<file path="config.mk">
export PLATFORM = sky130hd
export DESIGN_NAME = row_buffer_ctrl
export DESIGN_NICKNAME = d
export VERILOG_FILES = /design/src/rtl/row_buffer_ctrl.sv
export SDC_FILE = /design/constraint.sdc
export NUM_CORES = 1
export LEC_CHECK = 0
export CAP_MARGIN = 25
export CORE_ASPECT_RATIO = 0.9
export CORE_MARGIN = 5
export CORE_UTILIZATION = 45
export DETAILED_ROUTE_END_ITERATION = 8
export GPL_TIMING_DRIVEN = 0
export PLACE_DENSITY = 0.7
export SETUP_SLACK_MARGIN = 0.05
export SLEW_MARGIN = 20
export SYNTH_ARGS = -nofsm -noshare
export SYNTH_HDL_FRONTEND = slang
export SYNTH_SLANG_ARGS = --single-unit
export TNS_END_PERCENT = 1
</file>
<file path="constraint.sdc">
create_clock -name clk -period 8.39 [get_ports clk]
set_input_delay 2.0975 -clock clk [delete_from_list [all_inputs] [get_ports clk]]
set_output_delay 2.0975 -clock clk [all_outputs]
set_load 0.02 [all_outputs]
</file>
<file path="src/rtl/row_buffer_ctrl.sv">
// Sequencing controller for the WIN-row pixel delay line: accepts a raster stream,
// drives the line's ena/pixel inputs, tracks position and flags complete windows.
//
// state | meaning
// ------+------------------------------------------------------------
// IDLE  | waiting for a start-of-frame pixel, non-sof pixels dropped
// FILL  | writing the first WIN-1 rows, no window can be complete yet
// RUN   | rows WIN-1 and later, windows flagged on qualifying writes
// DONE  | one-cycle frame_done bubble after the last pixel, then IDLE
module row_buffer_ctrl #(
  parameter int PIXEL_WIDTH = 8,
  parameter int IMG_W       = 640,
  parameter int IMG_H       = 480,
  parameter int WIN         = 37
) (
  input  logic                     clk,
  input  logic                     rst,
  input  logic                     in_valid,
  input  logic                     in_sof,
  input  logic [PIXEL_WIDTH-1:0]   in_pixel,
  output logic                     in_ready,
  input  logic                     ds_ready,
  output logic                     buf_ena,
  output logic [PIXEL_WIDTH-1:0]   buf_pixel,
  output logic                     win_valid,
  output logic [$clog2(IMG_H)-1:0] cen_row,
  output logic [$clog2(IMG_W)-1:0] cen_col,
  output logic                     frame_done,
  output logic                     sof_err
);

  localparam int RW = $clog2(IMG_H);
  localparam int CW = $clog2(IMG_W);

  localparam logic [RW-1:0] ROW_LAST = RW'(IMG_H - 1);
  localparam logic [CW-1:0] COL_LAST = CW'(IMG_W - 1);
  localparam logic [RW-1:0] ROW_WIN  = RW'(WIN - 1);
  localparam logic [CW-1:0] COL_WIN  = CW'(WIN - 1);
  localparam logic [RW-1:0] HALF_R   = RW'((WIN - 1) / 2);
  localparam logic [CW-1:0] HALF_C   = CW'((WIN - 1) / 2);

  typedef enum logic [1:0] {
    S_IDLE,
    S_FILL,
    S_RUN,
    S_DONE
  } state_t;

  state_t        state_q, state_d;
  logic [RW-1:0] row_q, row_d;
  logic [CW-1:0] col_q, col_d;
  logic          win_valid_q, win_valid_d;
  logic [RW-1:0] cen_row_q, cen_row_d;
  logic [CW-1:0] cen_col_q, cen_col_d;
  logic          sof_err_q, sof_err_d;

  logic          acc;
  logic [RW-1:0] wr_row;
  logic [CW-1:0] wr_col;
  logic          wr_last;

  always_ff @(posedge clk) begin
    if (rst) begin
      state_q     <= S_IDLE;
      row_q       <= '0;
      col_q       <= '0;
      win_valid_q <= 1'b0;
      cen_row_q   <= '0;
      cen_col_q   <= '0;
      sof_err_q   <= 1'b0;
    end else begin
      state_q     <= state_d;
      row_q       <= row_d;
      col_q       <= col_d;
      win_valid_q <= win_valid_d;
      cen_row_q   <= cen_row_d;
      cen_col_q   <= cen_col_d;
      sof_err_q   <= sof_err_d;
    end
  end

  always_comb begin
    state_d     = state_q;
    row_d       = row_q;
    col_d       = col_q;
    win_valid_d = 1'b0;
    cen_row_d   = cen_row_q;
    cen_col_d   = cen_col_q;
    sof_err_d   = 1'b0;
    in_ready    = 1'b1;
    acc         = 1'b0;
    buf_ena     = 1'b0;
    wr_row      = '0;
    wr_col      = '0;
    wr_last     = 1'b0;

    case (state_q)
      S_IDLE:         in_ready = 1'b1;
      S_FILL, S_RUN:  in_ready = ds_ready;
      default:        in_ready = 1'b0;
    endcase

    acc     = in_valid & in_ready;
    buf_ena = acc & ((state_q != S_IDLE) | in_sof);

    // A sof pixel always lands at (0,0), mid-frame restarts included.
    wr_row  = in_sof ? '0 : row_q;
    wr_col  = in_sof ? '0 : col_q;
    wr_last = ~in_sof & (wr_row == ROW_LAST) & (wr_col == COL_LAST);

    if (state_q == S_DONE) begin
      state_d = S_IDLE;
    end

    if (buf_ena) begin
      if (wr_col == COL_LAST) begin
        col_d = '0;
        row_d = (wr_row == ROW_LAST) ? '0 : wr_row + RW'(1);
      end else begin
        col_d = wr_col + CW'(1);
        row_d = wr_row;
      end

      if (wr_last) begin
        state_d = S_DONE;
      end else if ((wr_row == ROW_WIN) && (wr_col == '0)) begin
        state_d = S_RUN;
      end else if (in_sof) begin
        state_d = S_FILL;
      end

      sof_err_d = in_sof & ((state_q == S_FILL) | (state_q == S_RUN));

      if ((wr_row >= ROW_WIN) && (wr_col >= COL_WIN)) begin
        win_valid_d = 1'b1;
        cen_row_d   = wr_row - HALF_R;
        cen_col_d   = wr_col - HALF_C;
      end
    end
  end

  assign buf_pixel  = in_pixel;
  assign win_valid  = win_valid_q;
  assign cen_row    = cen_row_q;
  assign cen_col    = cen_col_q;
  assign sof_err    = sof_err_q;
  assign frame_done = (state_q == S_DONE);

endmodule

</file>
==> results of run 1 <==
## stage by stage
step	hold WS, ns	instances
finish	0.466	420
global route	0.498	420
CTS	0.469	420
detailed placement	0.458	412
global placement	0.453	412
floorplan	0.489	309
## synth_stat cells, types with 3 or more instances
| library cell | count |
|---|---|
| mux2i_1 | 3 |
| or4_1 | 4 |
| o21ai_0 | 18 |
| a311oi_1 | 9 |
| nor4_1 | 10 |
| nor2_1 | 34 |
| nor2b_1 | 6 |
| nand3_1 | 6 |
| a31oi_1 | 4 |
| clkbuf_8 | 5 |
| xnor2_1 | 7 |
| or3_1 | 5 |
| buf_4 | 11 |
| inv_1 | 9 |
| dfxtp_1 | 42 |
| nor3b_1 | 3 |
| buf_6 | 3 |
| ha_1 | 6 |
| a21oi_1 | 15 |
| nand2b_1 | 4 |
| nor3_1 | 12 |
| nand4_1 | 5 |
| a211oi_1 | 6 |
| nand2_1 | 22 |
| clkbuf_1 | 15 |
| xor2_1 | 4 |
## logic make-up (layout without fill, tap and decap cells)
group,Yosys count,count (layout),share of synthesized area
fa+ha+maj,6,6,0.0297
simple gates,128,128,0.278
xor+xnor,11,11,0.0381
compound gates,74,74,0.198
buf+inv,45,89,0.113
flops,42,42,0.332
mux,3,3,0.0119
## critical path, cell delays in order
cell and delay [ns]:
clkdlybuf4s50_1 0.49, clkbuf_8 0.22, and2_1 0.14, o21ai_1 0.66, inv_1 0.25, buf_6 0.22, clkdlybuf4s50_1 0.53
## power breakdown
group | internal, mW | leakage [nW] | switching [mW]
logic | 0.0159 | 0.667 | 0.0223
registers | 0.200 | 0.339 | 0.00125
clock network | 0.0892 | 0.0524 | 0.0719
## layout make-up
| class | instances | area share |
|---|---|---|
| Inverter | 9 | 0.0110 |
| Clock buffer | 7 | 0.0248 |
| Tap cell | 67 | 0.0272 |
| Sequential cell | 42 | 0.273 |
| Clock inverter | 1 | 0.00974 |
| Timing Repair Buffer | 36 | 0.117 |
| Buffer | 36 | 0.0816 |
| Multi-Input combinational cell | 222 | 0.456 |
## final timing paths
kind	slack [ns]	start	end	depth (start not counted)
max reg2reg	5.57	col_q[1]$_SDFFE_PP0P_	row_q[4]$_SDFFE_PP0P_	8
min	0.47	cen_col[7]$_SDFFE_PP0P_	cen_col[7]$_SDFFE_PP0P_	2
max	1.68	in_sof	buf_ena	7
min reg2reg	0.47	cen_col[7]$_SDFFE_PP0P_	cen_col[7]$_SDFFE_PP0P_	2
## metal layers
layer | track usage | routed length (um) | up-vias
li1 | - | - | 1204
met2 | 0.323 | 3140 | 49
met3 | 0.0325 | 286 | 8
met4 | 0.0357 | 46 | 0
met1 | 0.281 | 3230 | 1161
met5 | 0 | 0 | -
## state kept, by name, summed over array words and instances, names as in the netlist
signal / count
cen_col: 10
cen_row: 9
col_q: 10
row_q: 9
sof_err: 1
state_q: 2
win_valid: 1
==> results_dict.tcl, run 1 <==
set metrics [dict create \
    status "complete, no violations" \
    finalMaxSlewViolations 0 \
    synthFlopType "dfxtp_1" \
    clock_skew_ns 0.00669 \
    power.density_nw_per_um2 130 \
    ys_seq_area_frac 0.332 \
    nFillCells 524 \
    setup_viol 0 \
    drt-wirelength-per-cell_um 16.0 \
    post_cts_buffers 0 \
    fmax_mhz 149 \
    clk_latency_ns 0.30 \
    slew_headroom 0.446 \
    utilization 0.576 \
    ys_seq_elements 42 \
    rows 25 \
    clock_path_buffers 2 \
    layout_setup_ws_ns 1.68 \
    postSynth.asyncResetShare 0 \
    cts_max_level 2 \
    synth_cell_types 59 \
    dieArea_sq_um 7230 \
    dr_total_vias 2422 \
    syn_area_sq_um 2530 \
    core-area_sq_um 5350 \
    crit_required_ns 6.29 \
    synthTopCellsByArea "dfxtp_1, nor2_1, o21ai_0" \
    dp.final_hpwl_mm 4.82 \
    final_common_cell "dfxtp_1" \
    holdBufCountCts 0 \
    cts_tree "done" \
    finalSetupTns_ns 0 \
    critPathArrivalTime_ns 4.61 \
    worst_setup_path_start_kind "input pin" \
    design_area_sq_um 3080 \
    cp_max_fo 10 \
    drc 0 \
    grt-ovfl-total 0 \
    crit_type "input pin to primary output" \
    vias_per_cell 5.77 \
    p_total_uw 401 \
    cts_buffers 5 \
    antenna_found_initial 0 \
    dp_slack_ns 1.74 \
    cap_viol_max_count 0 \
    syn_area_per_cell_sq_um 8.19 \
    syn2layout_area_growth_pct 21.8 \
    multiInputGateArea_sq_um 1410 \
    hp-class "flip-flop to flip-flop" \
    finalCritPeriodShare 0.800 \
    drive_above_1_share 0.102 \
    layout.nets 371 \
    cts_resized 0 \
    synth_top_area_frac 0.332 \
    synthCells 309 \
    worst_slew_pin_slew_ns 0.826 \
    grtUsageTotal 0.199 \
    hold_violations 0 \
    start_util 0.473 \
    die_h_um 81.2 \
    synth_top_area_cell "dfxtp_1" \
    finalWeightedCongestion 0.839 \
    routed_wl_mm 6.71 \
    regArea_sq_um 841 \
    dr.pass1.iters 4 \
    syn_nets 328 \
    clock-sinks 42 \
    grt_max_degree 13 \
    endpoint_kind "primary output" \
    synth_enable_flop_cells 0 \
    irDropWorstVdd_v 0.0000995 \
    io_pins 45 \
    drt-initial-drc-count 151 \
    drtAntennaViolNets 0 \
    die_w_um 89.1 \
    cts_root_buffer "clkbuf_8" \
    postPlaceCellArea_sq_um 2980 \
    fin_crit_ns 6.71 \
    grt_pass1_wl_mm 11.3 \
    path_clk_slew_ns 0.08 \
    mostFrequentLayoutCells "dfxtp_1, clkdlybuf4s50_1, nor2_1" \
    port_buffers 36 \
    grt_pass1_vias 2277 \
    rsz0062_at_grt "false" \
    leakage_nw 1.06 \
    n_antenna_cell 0 \
    synth_warnings 0 \
]
Note: power is estimated with default switching activity, not from simulation.
==> run 2, diff against run 1 <==
- PLACE_DENSITY: 0.7 -> 0.73
- clock period: 8.39 -> 6.17 ns (I/O delays scaled with it)
==> run 2 against run 1 <==
Final area about the same. Clock skew about the same. Core utilization about the same. First-iteration DRC count increased by 23%. Sequential power increased by 36%. Global-route usage increased by 0.91 points. Count of clock-buffer cells in the layout decreased by 2. Combinational power increased by 36%. Clock power increased by 37%.
==> results_dict.tcl, run 2 (same netlist as run 1, synthesis figures left out) <==
set metrics [dict create \
    die_w_um 89.1 \
    endpoint_kind "primary output" \
    cts_tree "done" \
    dieArea_sq_um 7230 \
    hold_start "cen_col[7]$_SDFFE_PP0P_" \
    setup_viol 0 \
    critPathArrivalTime_ns 4.07 \
    crit_required_ns 4.63 \
    fmax_mhz 178 \
    p_total_uw 546 \
    top_usage_layer "met2" \
    worstReg2RegEnd "row_q[4]$_SDFFE_PP0P_" \
    core-area_sq_um 5350 \
    worst_slew_pin_slew_ns 0.847 \
    port_buffers 36 \
    syn2layout_area_growth_pct 21.8 \
    slew_headroom 0.432 \
    cts_max_level 2 \
    clock-sinks 42 \
    finalCritPeriodShare 0.910 \
    min_to "cen_col[7]$_SDFFE_PP0P_" \
    path_clk_slew_ns 0.09 \
    irDropWorstVdd_v 0.000131 \
    vias_per_cell 5.95 \
    post_cts_buffers 0 \
    cts_buffers 5 \
    worst_setup_path_start_kind "input pin" \
    reg2reg_setup_slack_ns 3.25 \
    grt_pass1_vias 2337 \
    cts_resized 0 \
    drt-initial-drc-count 186 \
    finalWeightedCongestion 0.867 \
    crit_type "input pin to primary output" \
    grt-ovfl-total 0 \
    gr-usage-met3 0.0325 \
    grt_max_degree 14 \
    final_common_cell "dfxtp_1" \
    layout.nets 371 \
    leakage_nw 1.06 \
    cap_viol_max_count 0 \
    antenna_found_initial 0 \
    r2r_start "col_q[1]$_SDFFE_PP0P_" \
    clock_path_buffers 2 \
    drc 0 \
    hold_violations 0 \
    grt_pass1_wl_mm 11.7 \
    nFillCells 497 \
    status "complete, no violations" \
    finalSetupTns_ns 0 \
    finalMaxSlewViolations 0 \
    use_met2 0.343 \
    routed_wl_mm 6.97 \
    dp.final_hpwl_mm 4.98 \
    n_antenna_cell 0 \
    use_met1 0.282 \
    cts_root_buffer "clkbuf_8" \
    clock_skew_ns 0.00622 \
    power.density_nw_per_um2 177 \
    holdBufCountCts 0 \
    drive_above_1_share 0.108 \
    utilization 0.577 \
    clk_latency_ns 0.30 \
    cp_max_fo 10 \
    drt-wirelength-per-cell_um 16.6 \
    start_util 0.473 \
    fin_crit_ns 5.62 \
    grtUsageTotal 0.208 \
    drtAntennaViolNets 0 \
    die_h_um 81.2 \
    hold_depth 2 \
    dr.pass1.iters 5 \
    io_pins 45 \
    rsz0062_at_grt "false" \
    hp-class "flip-flop to flip-flop" \
    r2r_cells 8 \
    dr_total_vias 2500 \
    mostFrequentLayoutCells "dfxtp_1, clkdlybuf4s50_1, nor2_1" \
    rows 25 \
]
-- run 2: cell count changes in the layout (fill, tap and decap cells not counted) --
cell and delta:
clkbuf_1 -2, clkinv_2 +2
-- run 2: how the worst max path moves through the flow --
stage	from	to
after floorplan	in_sof	buf_ena
after global placement	in_sof	buf_ena
after detailed placement	in_sof	buf_ena
after CTS	in_sof	buf_ena
after global routing	in_sof	buf_ena
final	in_sof	buf_ena
-- run 2: routing by layer --
layer | part of all wire | vias to the layer above
li1 | - | 1202
met4 | 0.015 | 0
met5 | 0 | -
met3 | 0.053 | 14
met1 | 0.46 | 1199
met2 | 0.47 | 85
-- run 2: power breakdown --
group | internal [mW] | switching [mW]
Combinational | 0.0217 | 0.0305
Clock | 0.119 | 0.101
Sequential | 0.272 | 0.00178
-- run 2: final cells by class --
type,count,area (sq um),area share
flip-flops and latches,42,841,0.273
clock inverters,3,40.0,0.0130
well taps,67,83.8,0.0272
clock buffers,5,68.8,0.0223
inverters,9,33.8,0.0110
repair buffers,36,360,0.117
plain buffers,36,251,0.0815
multi-input cells,222,1410,0.456
-- run 2: worst max-delay path, cell delays in order --
cell             delay (ns)
clkdlybuf4s50_1        0.50
clkbuf_8               0.22
and2_1                 0.14
o21ai_1                0.67
inv_1                  0.25
buf_6                  0.22
clkdlybuf4s50_1        0.54
-- run 2: metrics by stage --
stage	setup WS (ns)	std cells	area (sq um)	hold slack, ns
after floorplan	2.11	309	2530	0.489
after global placement	0.670	412	2980	0.459
after detailed placement	0.647	412	2980	0.461
after CTS	0.632	420	3080	0.473
after global routing	0.498	420	3080	0.516
final	0.555	420	3080	0.471
==> run 3, diff against run 2 <==
- ABC_AREA: not set -> 1
- PLACE_DENSITY: 0.73 -> 0.72
==> run 3 against run 2 <==
Setup slack better by 0.55 ns. First-iteration DRC count up 35%. Fmax grew 11%. Clock power fell by 14%. Critical path type unchanged. Critical endpoint unchanged. Highest routed layer unchanged.
==> results_dict.tcl, run 3 <==
set metrics [dict create \
    holdBufCountCts 0 \
    synth_enable_flop_cells 0 \
    synth_most_common_cell "nand2_1" \
    ys_seq_elements 42 \
    clock-sinks 42 \
    final_common_cell "nand2_1" \
    reg2reg_setup_slack_ns 4.01 \
    hold_start "cen_row[1]$_SDFFE_PP0P_" \
    power.density_nw_per_um2 172 \
    cts_root_buffer "clkbuf_8" \
    slew_headroom 0.641 \
    dieArea_sq_um 7610 \
    grt_max_degree 15 \
    crit_required_ns 4.63 \
    slowest_stage "clkdlybuf4s50_1" \
    synthTopCellsByArea "dfxtp_1, nand2_1, inv_1" \
    fmax_mhz 198 \
    core-area_sq_um 5730 \
    rows 26 \
    dr_total_vias 2748 \
    worst_setup_path_start_kind "input pin" \
    synth_top_area_frac 0.313 \
    cts_resized 0 \
    crit_type "input pin to primary output" \
    grt_pass1_vias 2562 \
    critPathArrivalTime_ns 3.52 \
    cts_tree "done" \
    path_clk_slew_ns 0.09 \
    crit_start "ds_ready" \
    r2r_start "state_q[1]$_SDFF_PP0_" \
    start_util 0.469 \
    leakage_nw 1.44 \
    irDropWorstVdd_v 0.000141 \
    hp-class "flip-flop to flip-flop" \
    grt_pass1_wl_mm 12.5 \
    vias_per_cell 5.21 \
    clk_latency_ns 0.30 \
    dp.final_hpwl_mm 5.69 \
    grt-ovfl-total 0 \
    die_w_um 91.4 \
    ys_seq_area_frac 0.313 \
    hold_ws_ns 0.465 \
    cp_max_fo 10 \
    nFillCells 558 \
    finalCritPeriodShare 0.820 \
    finalMaxSlewViolations 0 \
    post_cts_buffers 0 \
    drt-initial-drc-count 251 \
    fin_crit_ns 5.06 \
    cts_max_level 2 \
    cts_buffers 5 \
    synthFlopType "dfxtp_1" \
    hold_violations 0 \
    routed_wl_mm 7.45 \
    dr.pass1.iters 6 \
    worstPathCellList "clkdlybuf4s50_1 > nand2_1 > a21oi_2 > nand2_1 > nor2_4 > buf_2 > clkdlybuf4s50_1" \
    finalWeightedCongestion 0.951 \
    synth_common_cells "nand2_1, inv_1, dfxtp_1" \
    synth_warnings 0 \
    syn_area_per_cell_sq_um 6.47 \
    drive_above_1_share 0.109 \
    synthCells 415 \
    slowest_delay_ns 0.65 \
    finalSetupTns_ns 0 \
    worst_slew_pin_slew_ns 0.539 \
    cap_viol_max_count 0 \
    drc 0 \
    crit_buf_inv 3 \
    cp_top_family "buffers and inverters" \
    postSynth.asyncResetShare 0 \
    antenna_found_initial 0 \
    n_antenna_cell 0 \
    port_buffers 34 \
    syn_area_sq_um 2690 \
    clock_path_buffers 2 \
    die_h_um 83.3 \
    rsz0062_at_grt "false" \
    endpoint_kind "primary output" \
    clock_skew_ns 0.00928 \
    status "complete, no violations" \
    drtAntennaViolNets 0 \
    io_pins 45 \
    mostFrequentLayoutCells "nand2_1, inv_1, dfxtp_1" \
    setup_viol 0 \
    synth_cell_types 33 \
    syn2layout_area_growth_pct 19.3 \
    drt-wirelength-per-cell_um 14.1 \
    grtUsageTotal 0.197 \
    synth_top_area_cell "dfxtp_1" \
    syn_nets 434 \
    layout.nets 475 \
]
[run 3: worst reg2reg max path, stage by stage (launching register included)]
cell and delay [ns]:
dfxtp_1 0.38, inv_1 0.08, ha_1 0.29, nand2_1 0.06, a21oi_2 0.14, nand2_1 0.12
nor2_4 0.25, inv_1 0.21, clkbuf_1 0.29, a21oi_1 0.19, nor2_1 0.05
[run 3: logic make-up (layout without fill, tap and decap cells)]
| group | after synthesis | count (layout) | synth area share |
|---|---|---|---|
| simple gates | 232 | 232 | 0.397 |
| flops | 42 | 42 | 0.313 |
| fa+ha+maj | 6 | 6 | 0.0280 |
| buf+inv | 75 | 117 | 0.137 |
| xor+xnor | 4 | 4 | 0.0130 |
| compound gates | 56 | 56 | 0.112 |
[run 3: cell type report]
type                            count  area [sq um]  share of cell area
Multi-Input combinational cell    298          1480               0.461
Buffer                             20           156              0.0488
Timing Repair Buffer               34           340               0.106
Clock buffer                        5          68.8              0.0215
Sequential cell                    42           841               0.263
Clock inverter                      3          21.3             0.00664
Inverter                           55           211              0.0660
Tap cell                           70          87.6              0.0273
[run 3: stage by stage]
step	util	instances	area, sq um	total power, mW	setup WS (ns)
2_1_floorplan	-	415	2690	0.341	2.16
3_3_place_gp	0.544	519	3110	0.365	1.12
3_5_place_dp	0.544	519	3110	0.366	1.11
4_1_cts	0.559	527	3200	0.553	1.10
5_1_grt	0.559	527	3200	0.574	1.00
6_report	0.559	527	3200	0.551	1.11
[run 3: report_power, final]
group / leakage (nW) / internal, mW / switching [mW]
Sequential: 0.339 / 0.276 / 0.00352
Combinational: 1.06 / 0.0298 / 0.0519
Clock: 0.0441 / 0.0798 / 0.111
Total: 1.44 / 0.385 / 0.166
[run 3: final timing paths]
kind                              to  cells past startpoint
max                          buf_ena                      7
min          cen_row[1]$_SDFFE_PP0P_                      2
max reg2reg    col_q[6]$_SDFFE_PP0P_                     10
min reg2reg  cen_row[1]$_SDFFE_PP0P_                      2
[run 3: metal layers]
metal,GRT usage,share of wire,up-vias
met5,0,0,-
met4,0.0547,0.015,0
met3,0.0416,0.086,9
met2,0.306,0.43,124
met1,0.273,0.47,1225
li1,-,-,1390
